File: src/rtl/instr_fetch.sv
// Instruction fetch unit: one outstanding memory read feeding a show-ahead instruction buffer.
// Optional redirect/flush support is compiled in with `define FETCH_REDIRECT_EN.
module instr_fetch #(
    parameter logic [31:0] RESET_PC   = 32'h0000_0000,
    parameter int          FIFO_DEPTH = 4
) (
    input  logic        clk,
    input  logic        reset,
    output logic        mem_req,
    output logic [31:0] mem_addr,
    input  logic        mem_rvalid,
    input  logic [31:0] mem_rdata,
    output logic [31:0] instr,
    output logic [31:0] instr_pc,
    output logic        instr_valid,
    input  logic        instr_ready
`ifdef FETCH_REDIRECT_EN
    ,
    input  logic        redirect,
    input  logic [31:0] redirect_pc
`endif
);

    localparam int PW = $clog2(FIFO_DEPTH);
    localparam int CW = PW + 1;
    localparam logic [CW-1:0] DEPTH_C = CW'(FIFO_DEPTH);

    typedef enum logic [1:0] {
        IDLE,
        WAIT,
        DRAIN
    } state_e;

    state_e          state_q;
    logic [31:0]     pc_q;
    logic [31:0]     mem_addr_q;
    logic            mem_req_q;
    logic [CW-1:0]   count_q;
    logic [CW-1:0]   count_d;
    logic [PW-1:0]   wr_ptr_q;
    logic [PW-1:0]   rd_ptr_q;
    logic [31:0]     data_mem [FIFO_DEPTH];
    logic [31:0]     pc_mem   [FIFO_DEPTH];

    logic            flush;
    logic [31:0]     flush_pc;
    logic            push;
    logic            pop;

`ifdef FETCH_REDIRECT_EN
    assign flush    = redirect;
    assign flush_pc = redirect_pc & ~32'h0000_0003;
`else
    assign flush    = 1'b0;
    assign flush_pc = '0;
`endif

    assign instr_valid = (count_q != '0);
    assign pop         = instr_valid & instr_ready;
    // A response arriving together with a redirect belongs to the old stream.
    assign push        = (state_q == WAIT) && mem_rvalid && !flush;

    always_comb begin
        count_d = count_q;
        if (push && !pop) begin
            count_d = count_q + CW'(1);
        end else if (!push && pop) begin
            count_d = count_q - CW'(1);
        end
    end

    always_ff @(posedge clk or negedge reset) begin
        if (!reset) begin
            count_q  <= '0;
            wr_ptr_q <= '0;
            rd_ptr_q <= '0;
        end else if (flush) begin
            count_q  <= '0;
            wr_ptr_q <= '0;
            rd_ptr_q <= '0;
        end else begin
            count_q <= count_d;
            if (push) begin
                wr_ptr_q <= wr_ptr_q + PW'(1);
            end
            if (pop) begin
                rd_ptr_q <= rd_ptr_q + PW'(1);
            end
        end
    end

    // NOTE: buffer storage has no reset; outputs are gated by instr_valid so stale contents never escape.
    always_ff @(posedge clk) begin
        if (push) begin
            data_mem[wr_ptr_q] <= mem_rdata;
            pc_mem[wr_ptr_q]   <= mem_addr_q;
        end
    end

    assign instr    = instr_valid ? data_mem[rd_ptr_q] : '0;
    assign instr_pc = instr_valid ? pc_mem[rd_ptr_q]   : '0;

    always_ff @(posedge clk or negedge reset) begin
        if (!reset) begin
            state_q    <= IDLE;
            pc_q       <= RESET_PC;
            mem_req_q  <= 1'b0;
            mem_addr_q <= RESET_PC;
        end else begin
            case (state_q)
                IDLE: begin
                    if (flush) begin
                        state_q    <= WAIT;
                        pc_q       <= flush_pc;
                        mem_req_q  <= 1'b1;
                        mem_addr_q <= flush_pc;
                    end else if (count_q < DEPTH_C) begin
                        state_q    <= WAIT;
                        mem_req_q  <= 1'b1;
                        mem_addr_q <= pc_q;
                    end
                end
                WAIT: begin
                    if (flush) begin
                        pc_q <= flush_pc;
                        if (mem_rvalid) begin
                            mem_addr_q <= flush_pc;
                        end else begin
                            state_q <= DRAIN;
                        end
                    end else if (mem_rvalid) begin
                        pc_q <= pc_q + 32'd4;
                        if (count_d < DEPTH_C) begin
                            mem_addr_q <= pc_q + 32'd4;
                        end else begin
                            state_q   <= IDLE;
                            mem_req_q <= 1'b0;
                        end
                    end
                end
                DRAIN: begin
                    // The pending response is for a flushed address; reissue at the newest target.
                    if (flush) begin
                        pc_q <= flush_pc;
                    end
                    if (mem_rvalid) begin
                        state_q    <= WAIT;
                        mem_addr_q <= flush ? flush_pc : pc_q;
                    end
                end
                default: begin
                    state_q   <= IDLE;
                    mem_req_q <= 1'b0;
                end
            endcase
        end
    end

    assign mem_req  = mem_req_q;
    assign mem_addr = mem_addr_q;

endmodule

File: config.mk
export PLATFORM = sky130hd
export DESIGN_NAME = instr_fetch
export DESIGN_NICKNAME = d
export VERILOG_FILES = /design/src/rtl/instr_fetch.sv
export SDC_FILE = /design/constraint.sdc
export NUM_CORES = 1
export LEC_CHECK = 0
export CELL_PAD_IN_SITES_DETAIL_PLACEMENT = 0
export CELL_PAD_IN_SITES_GLOBAL_PLACEMENT = 1
export CORE_ASPECT_RATIO = 0.5
export CORE_MARGIN = 5
export CORE_UTILIZATION = 48
export CTS_CLUSTER_SIZE = 8
export DETAILED_ROUTE_END_ITERATION = 12
export GPL_ROUTABILITY_DRIVEN = 0
export PLACE_DENSITY_LB_ADDON = 0.1
export SLEW_MARGIN = 20
export SYNTH_ARGS = -nofsm -noshare
export SYNTH_HDL_FRONTEND = slang
export SYNTH_SLANG_ARGS = --single-unit
File: constraint.sdc
create_clock -name clk -period 3.7 [get_ports clk]
set_input_delay 0.555 -clock clk [delete_from_list [all_inputs] [get_ports clk]]
set_output_delay 0.555 -clock clk [all_outputs]
set_load 0.005 [all_outputs]
==> results.md, run 1 <==
* Status: completed
* CP Max Fanout at 17
* Max-slew headroom at 0.404
* Drt total wl at 26500 µm
* Core ar. at 26300 µm²
* WP data arrival at 2.75 ns
* Total vias in the final route at 6679
* Root Buffer: clkbuf_16
* Max-slew violation count at 0
* Boundary Pins at 134
* Max Cap Violations at 0
* Area growth from synthesis to layout at 23.2%
* Die width at 241 µm
* Die Y at 125 µm
* Starting Density at 0.486
* Final Cell Area at 15800 µm²
* CTS hold repair buffers at 0
* Startpoint types: register
* Placed Area at 14500 µm²
* Post-route setup TNS at 0 ns
* Synth cell count leaders: edfxtp_1 (248), dfrtp_1 (68), and2_1 (63)
* DRC viols at 0
* FP Rows at 42
* Antenna Cells at 0
* Tcrit/Tclk final at 0.894
* Initial antenna violation count at 0
* Ys async rst share at 0.215
* Cell depth of the worst flop-to-flop path at 8
* Postcts setup bufs at 0
* Worst-Skew Late Latency at 0.53 ns
* Nets at 931
* Max Fclk at 302 MHz
* Number of global-route vias before repair at 7160
* Main flop type after synthesis: edfxtp_1
* Crit path capture type: primary output
* Vias per cell at 5.34
* Longest Clk Path Bufs at 3
* Clock Skew at 0.0202 ns
* Setup CP Type: reg2out
* Synth top area cells: edfxtp_1 (58%), dfrtp_1 (13%), mux4_2 (11%)
* PwrDens at 786 nW/µm²
* Tightest Pin Transition at 0.894 ns
* RSZ-0062 raised after global routing: false
* Port bufs at 129
* CTS tree: built
* # setup viols final at 0
* Pin count of the biggest net entering global routing at 69
* Most common cell in the netlist: edfxtp_1
* Dpl hpwl at 16100 µm
* Clock Sinks at 316
* Global-route wire length before repair at 42100 µm
* Worst hold path class: in2async
* Grt ovf at 0
* # resized after CTS at 0
* Final Hold Fails at 0
* Initial DRC count at 352
* Die ar. at 30200 µm²
* Max VDD drop at 408 µV
* Post-Synthesis Cell Area at 12800 µm²
* Drt first pass iters at 4
* Share of the synthesized area in the top cell type at 0.582
* Post-DRT Antenna Nets at 0
* Drt wl/cell at 21.2 µm
* Post-Syn Instances at 738
* Pleak at 0.00554 µW
* Num CTS Buffers at 45
* Post-synthesis average cell area at 17.3 µm²
* CP required at 3.14 ns
* Synth area leader: edfxtp_1
* Distinct cells, synth at 39
* Register clock-pin slew on the reported worst setup and hold paths at 0.05 ns
* Syn. warnings at 0
* H-Tree Depth at 2
* Share of cells above drive strength 1 at 0.161
* GRT Resource Usage Total at 0.180
* Minimum clock period at 3.31 ns
* Seq/Total Area, Yosys at 0.715
* Number of synthesized register bits at 316
* Hold Slack at 0.222 ns
* Post-synth EDFFs at 248
==> layout make-up <==
type | instances | area, µm²
clock buffers | 58 | 1170
clock inverters | 3 | 47.5
fillers | 1971 | 10600
inverters | 8 | 30.0
multi-input cells | 373 | 3460
flip-flops and latches | 316 | 9150
well taps | 352 | 440
repair buffers | 141 | 1460
==> worst max-delay path: stages, from the launching register on <==
cell	delay [ns]
dfrtp_4	0.66
buf_4	0.36
mux4_2	0.55
and2_1	0.18
clkdlybuf4s50_1	0.46
==> report_power, final <==
| group | switching (µW) | total (µW) | leakage [µW] | internal (µW) |
|---|---|---|---|---|
| Sequential | 372 | 4900 | 0.00320 | 4520 |
| Clock | 1360 | 3610 | 0.000593 | 2250 |
| Combinational | 1670 | 3890 | 0.00175 | 2220 |
| Total | 3400 | 12400 | 0.00554 | 8990 |
==> final timing paths <==
kind,startpoint,end,slack (ns)
setup / recovery,rd_ptr_q[0],instr_pc[15],0.39
hold / removal,reset,state_q[0],0.22
setup reg to reg,state_q[0],mem_addr[2],1.01
hold reg to reg,pc_q[31],pc_q[31],0.49
max in group asynchronous,reset,rd_ptr_q[0],2.78
min in group clk,pc_q[31],pc_q[31],0.49
==> through the flow <==
stage               total power (µW)  utilization  worst slack (ns)  instances
detailed placement              8950        0.553             0.436       1190
global placement                8920        0.553             0.547       1190
global route                   13100        0.599             0.232       1251
floorplan                       6940            -              1.07        741
CTS                            12600        0.599             0.325       1251
finish                         12400        0.599             0.394       1251
==> metal layers <==
| metal | global-route usage | vias up | share of wire |
|---|---|---|---|
| li1 | - | 3067 | - |
| met1 | 0.257 | 3454 | 0.46 |
| met2 | 0.288 | 116 | 0.48 |
| met3 | 0.0389 | 42 | 0.044 |
| met4 | 0.0444 | 0 | 0.018 |
| met5 | 0 | - | 0 |
==> state kept, by name, summed over array words and instances, names as in the netlist <==
name      flops
state_q       1
pc_mem      120
rd_ptr_q      2
count_q       3
wr_ptr_q      2
pc_q         30
data_mem    128
mem_addr     30
==> cell families after synthesis <==
logic type | count (synthesis) | synth area share
flip-flops | 316 | 0.715
multiplexers | 67 | 0.113
buffers and inverters | 52 | 0.0184
XOR/XNOR | 62 | 0.0424
other | 1 | 0.000293
AO/OA/AOI/OAI | 35 | 0.0142
AND/OR/NAND/NOR | 195 | 0.0868
adder cells (fa/ha/maj) | 10 | 0.00978
==> cells in the final DEF, fill, tap and decap left out, drive strengths merged <==
master / netlist / routed
a211oi: 1 / 1
a21oi: 2 / 2
a31o: 1 / 1
and2: 63 / 63
and3: 8 / 8
and4: 5 / 5
buf: 19 / 13
bufinv: 0 / 1
clkbuf: 25 / 58
clkdlybuf4s50: 0 / 128
conb: 1 / 4
dfrtp: 68 / 68
edfxtp: 248 / 248
ha: 10 / 10
inv: 8 / 10
mux2: 2 / 2
mux2i: 3 / 3
mux4: 62 / 62
nand2: 56 / 56
nand2b: 1 / 1
nand3: 15 / 15
nand3b: 1 / 1
nand4: 15 / 15
nor2: 15 / 15
nor3: 5 / 5
nor3b: 1 / 1
nor4: 3 / 3
o21ai: 31 / 31
or2: 3 / 3
or3: 4 / 4
xnor2: 34 / 34
xor2: 28 / 28
(Power assumes the default switching activity.)
==> run 2: changes to the inputs <==
--- a/config.mk
+++ b/config.mk
@@ -11,5 +11,6 @@
 export CORE_MARGIN = 5
-export CORE_UTILIZATION = 48
+export CORE_UTILIZATION = 49
 export CTS_CLUSTER_SIZE = 8
 export DETAILED_ROUTE_END_ITERATION = 12
+export DONT_BUFFER_PORTS = 1
 export GPL_ROUTABILITY_DRIVEN = 0
==> constraint.sdc (replaced) <==
create_clock -name clk -period 3.7 [get_ports clk]
set_input_delay 0.74 -clock clk [delete_from_list [all_inputs] [get_ports clk]]
set_output_delay 0.74 -clock clk [all_outputs]
set_load 0.005 [all_outputs]
==> results.md, run 2 (same netlist as run 1, synthesis figures left out) <==
* Antenna Cells at 0 (unchanged)
* Num CTS Buffers at 45 (unchanged)
* Longest Clk Path Bufs at 3 (unchanged)
* CP required at 2.96 ns (-0.18 ns)
* FP Rows at 41 (-2.4%)
* Number of global-route vias before repair at 6625 (-7.5%)
* # setup viols final at 0 (unchanged)
* Core ar. at 25400 µm² (-3.4%)
* Sequential power share at 0.435 (+0.040)
* Final Hold Fails at 0 (unchanged)
* CP Max Fanout at 30 (+13)
* Initial antenna violation count at 0 (unchanged)
* Grt ovf at 0 (unchanged)
* Global-route wire length before repair at 41100 µm (-2.2%)
* Drt wl/cell at 23.4 µm (+10%)
* Worst hold path class: in2async
* Pleak at 0.00510 µW (-8.1%)
* Max-slew headroom at 0.407 (+0.00303)
* Die ar. at 29600 µm² (-1.9%)
* Most frequent cells in the layout: edfxtp_1 (248), dfrtp_1 (66), and2_1 (63)
* PnR worst setup slack at 0.501 ns (+0.107 ns)
* Clock Sinks at 316 (unchanged)
* Initial DRC count at 358 (+1.7%)
* Starting Density at 0.503 (+0.0169)
* Minimum clock period at 3.20 ns (-0.107 ns)
* GRT Resource Usage Total at 0.180 (-0.000766)
* CTS tree: built
* DRC viols at 0 (unchanged)
* Area growth from synthesis to layout at 13.4%
* WP data arrival at 2.46 ns (-0.29 ns)
* Die Y at 124 µm (-0.94%)
* Share of cells above drive strength 1 at 0.191 (+0.0302)
* Max Cap Violations at 0 (unchanged)
* Vias per cell at 5.54 (+3.8%)
* Power, Total at 11300 µW (-8.6%)
* Util after Layout at 0.571 (-0.0285)
* Max reg flops at 128 (unchanged)
* Max VDD drop at 307 µV (-25%)
* Setup CP Type: reg2out
* H-Tree Depth at 2 (unchanged)
* Commonest non-fill, non-tap cell in the layout: edfxtp_1
* Port bufs at 0 (-100%)
* Tightest Pin Transition at 0.882 ns (-0.0113 ns)
* Largest registers: data_mem x128, pc_mem x120
* Max-slew violation count at 0 (unchanged)
* Die width at 239 µm (-0.98%)
* Status: completed
* Worst-Skew Late Latency at 0.53 ns (about the same)
* Max Fclk at 313 MHz (+3.3%)
* Clock power share at 0.323 (+0.031)
* Nets at 806 (-13%)
* Switch Pwr at 3250 µW (-4.5%)
* Root Buffer: clkbuf_16
* Clock Skew at 0.0201 ns (-0.000186 ns)
* Drt first pass iters at 4 (unchanged)
* Sw frac at 0.287 (+0.0122)
* Comb pwr share at 0.242 (-0.072)
* Number of fill cells in the layout at 2011 (+2.0%)
* Register clock-pin slew on the reported worst setup and hold paths at 0.05 ns (about the same)
* Boundary Pins at 134 (unchanged)
* Register name with the most flops: data_mem
* Drt total wl at 26100 µm (-1.5%)
* Tcrit/Tclk final at 0.865 (-0.0289)
* RSZ-0062 raised after global routing: false
* Post-place setup slack at 0.987 ns (+0.551 ns)
* Post-DRT Antenna Nets at 0 (unchanged)
* Post-route setup TNS at 0 ns (unchanged)
* Pin count of the biggest net entering global routing at 69 (unchanged)
* Total vias in the final route at 6191 (-7.3%)
* PwrDens at 781 nW/µm² (-0.69%)
* # resized after CTS at 0 (unchanged)
* Internal power at 8080 µW (-10%)
* Crit path capture type: primary output
* Startpoint types: register
* Dpl hpwl at 16300 µm (+1.3%)
run 2: layout make-up:
cell class | instances | area, µm² | area share
sequential | 316 | 9150 | 0.631
multi-input combinational | 373 | 3440 | 0.237
clock buffer | 58 | 1200 | 0.0824
tap | 344 | 430 | 0.0297
timing repair buffer | 16 | 215 | 0.0148
clock inverter | 2 | 46.3 | 0.00319
inverter | 8 | 30.0 | 0.00207
run 2: through the flow:
step                std cells  instance area [µm²]  hold WS, ns
CTS                      1117                14500       0.0917
global placement         1056                13200        0.447
floorplan                 741                12800        0.444
detailed placement       1056                13200        0.447
finish                   1117                14500       0.0956
global route             1117                14500        0.105
run 2: routing by layer:
metal | vias up | wire [µm] | GRT usage
met5 | - | 0 | 0
met4 | 0 | 355 | 0.0425
met3 | 34 | 1530 | 0.0460
met2 | 136 | 12300 | 0.280
met1 | 3200 | 11900 | 0.257
li1 | 2821 | - | -
run 2: path summary, 6_finish.rpt:
kind / cells after the start / end / slack (ns) / startpoint
min in group clk: 0 / data_mem[3][5] / 0.31 / mem_rdata[5]
worst max register to register: 11 / mem_addr[26] / 1.15 / count_q[0]
max in group asynchronous: 1 / rd_ptr_q[0] / 3.28 / reset
worst min register to register: 1 / pc_q[31] / 0.49 / pc_q[31]
worst max-delay path: 3 / instr_pc[20] / 0.50 / rd_ptr_q[0]
worst min-delay path: 1 / pc_q[21] / 0.1 / reset
run 2: power by group through the flow:
stage	sequential, µW	combinational [µW]	clock (µW)
floorplan	4780	2160	0
global placement	4980	2790	0
detailed placement	5010	2810	0
CTS	4950	2840	3760
global route	5000	3010	3940
finish	4930	2740	3660
run 2: worst max-delay path, cell delays in order, from the launching register on:
cell and delay, ns:
dfrtp_4 0.83, buf_12 0.32, mux4_2 0.56, and2_1 0.19
run 2: repair_timing:
| action | CTS | global route |
|---|---|---|
| hold endpoints to repair | 68 | 0 |
| hold buffers | 1 | 0 |
| setup buffers | 0 | 0 |
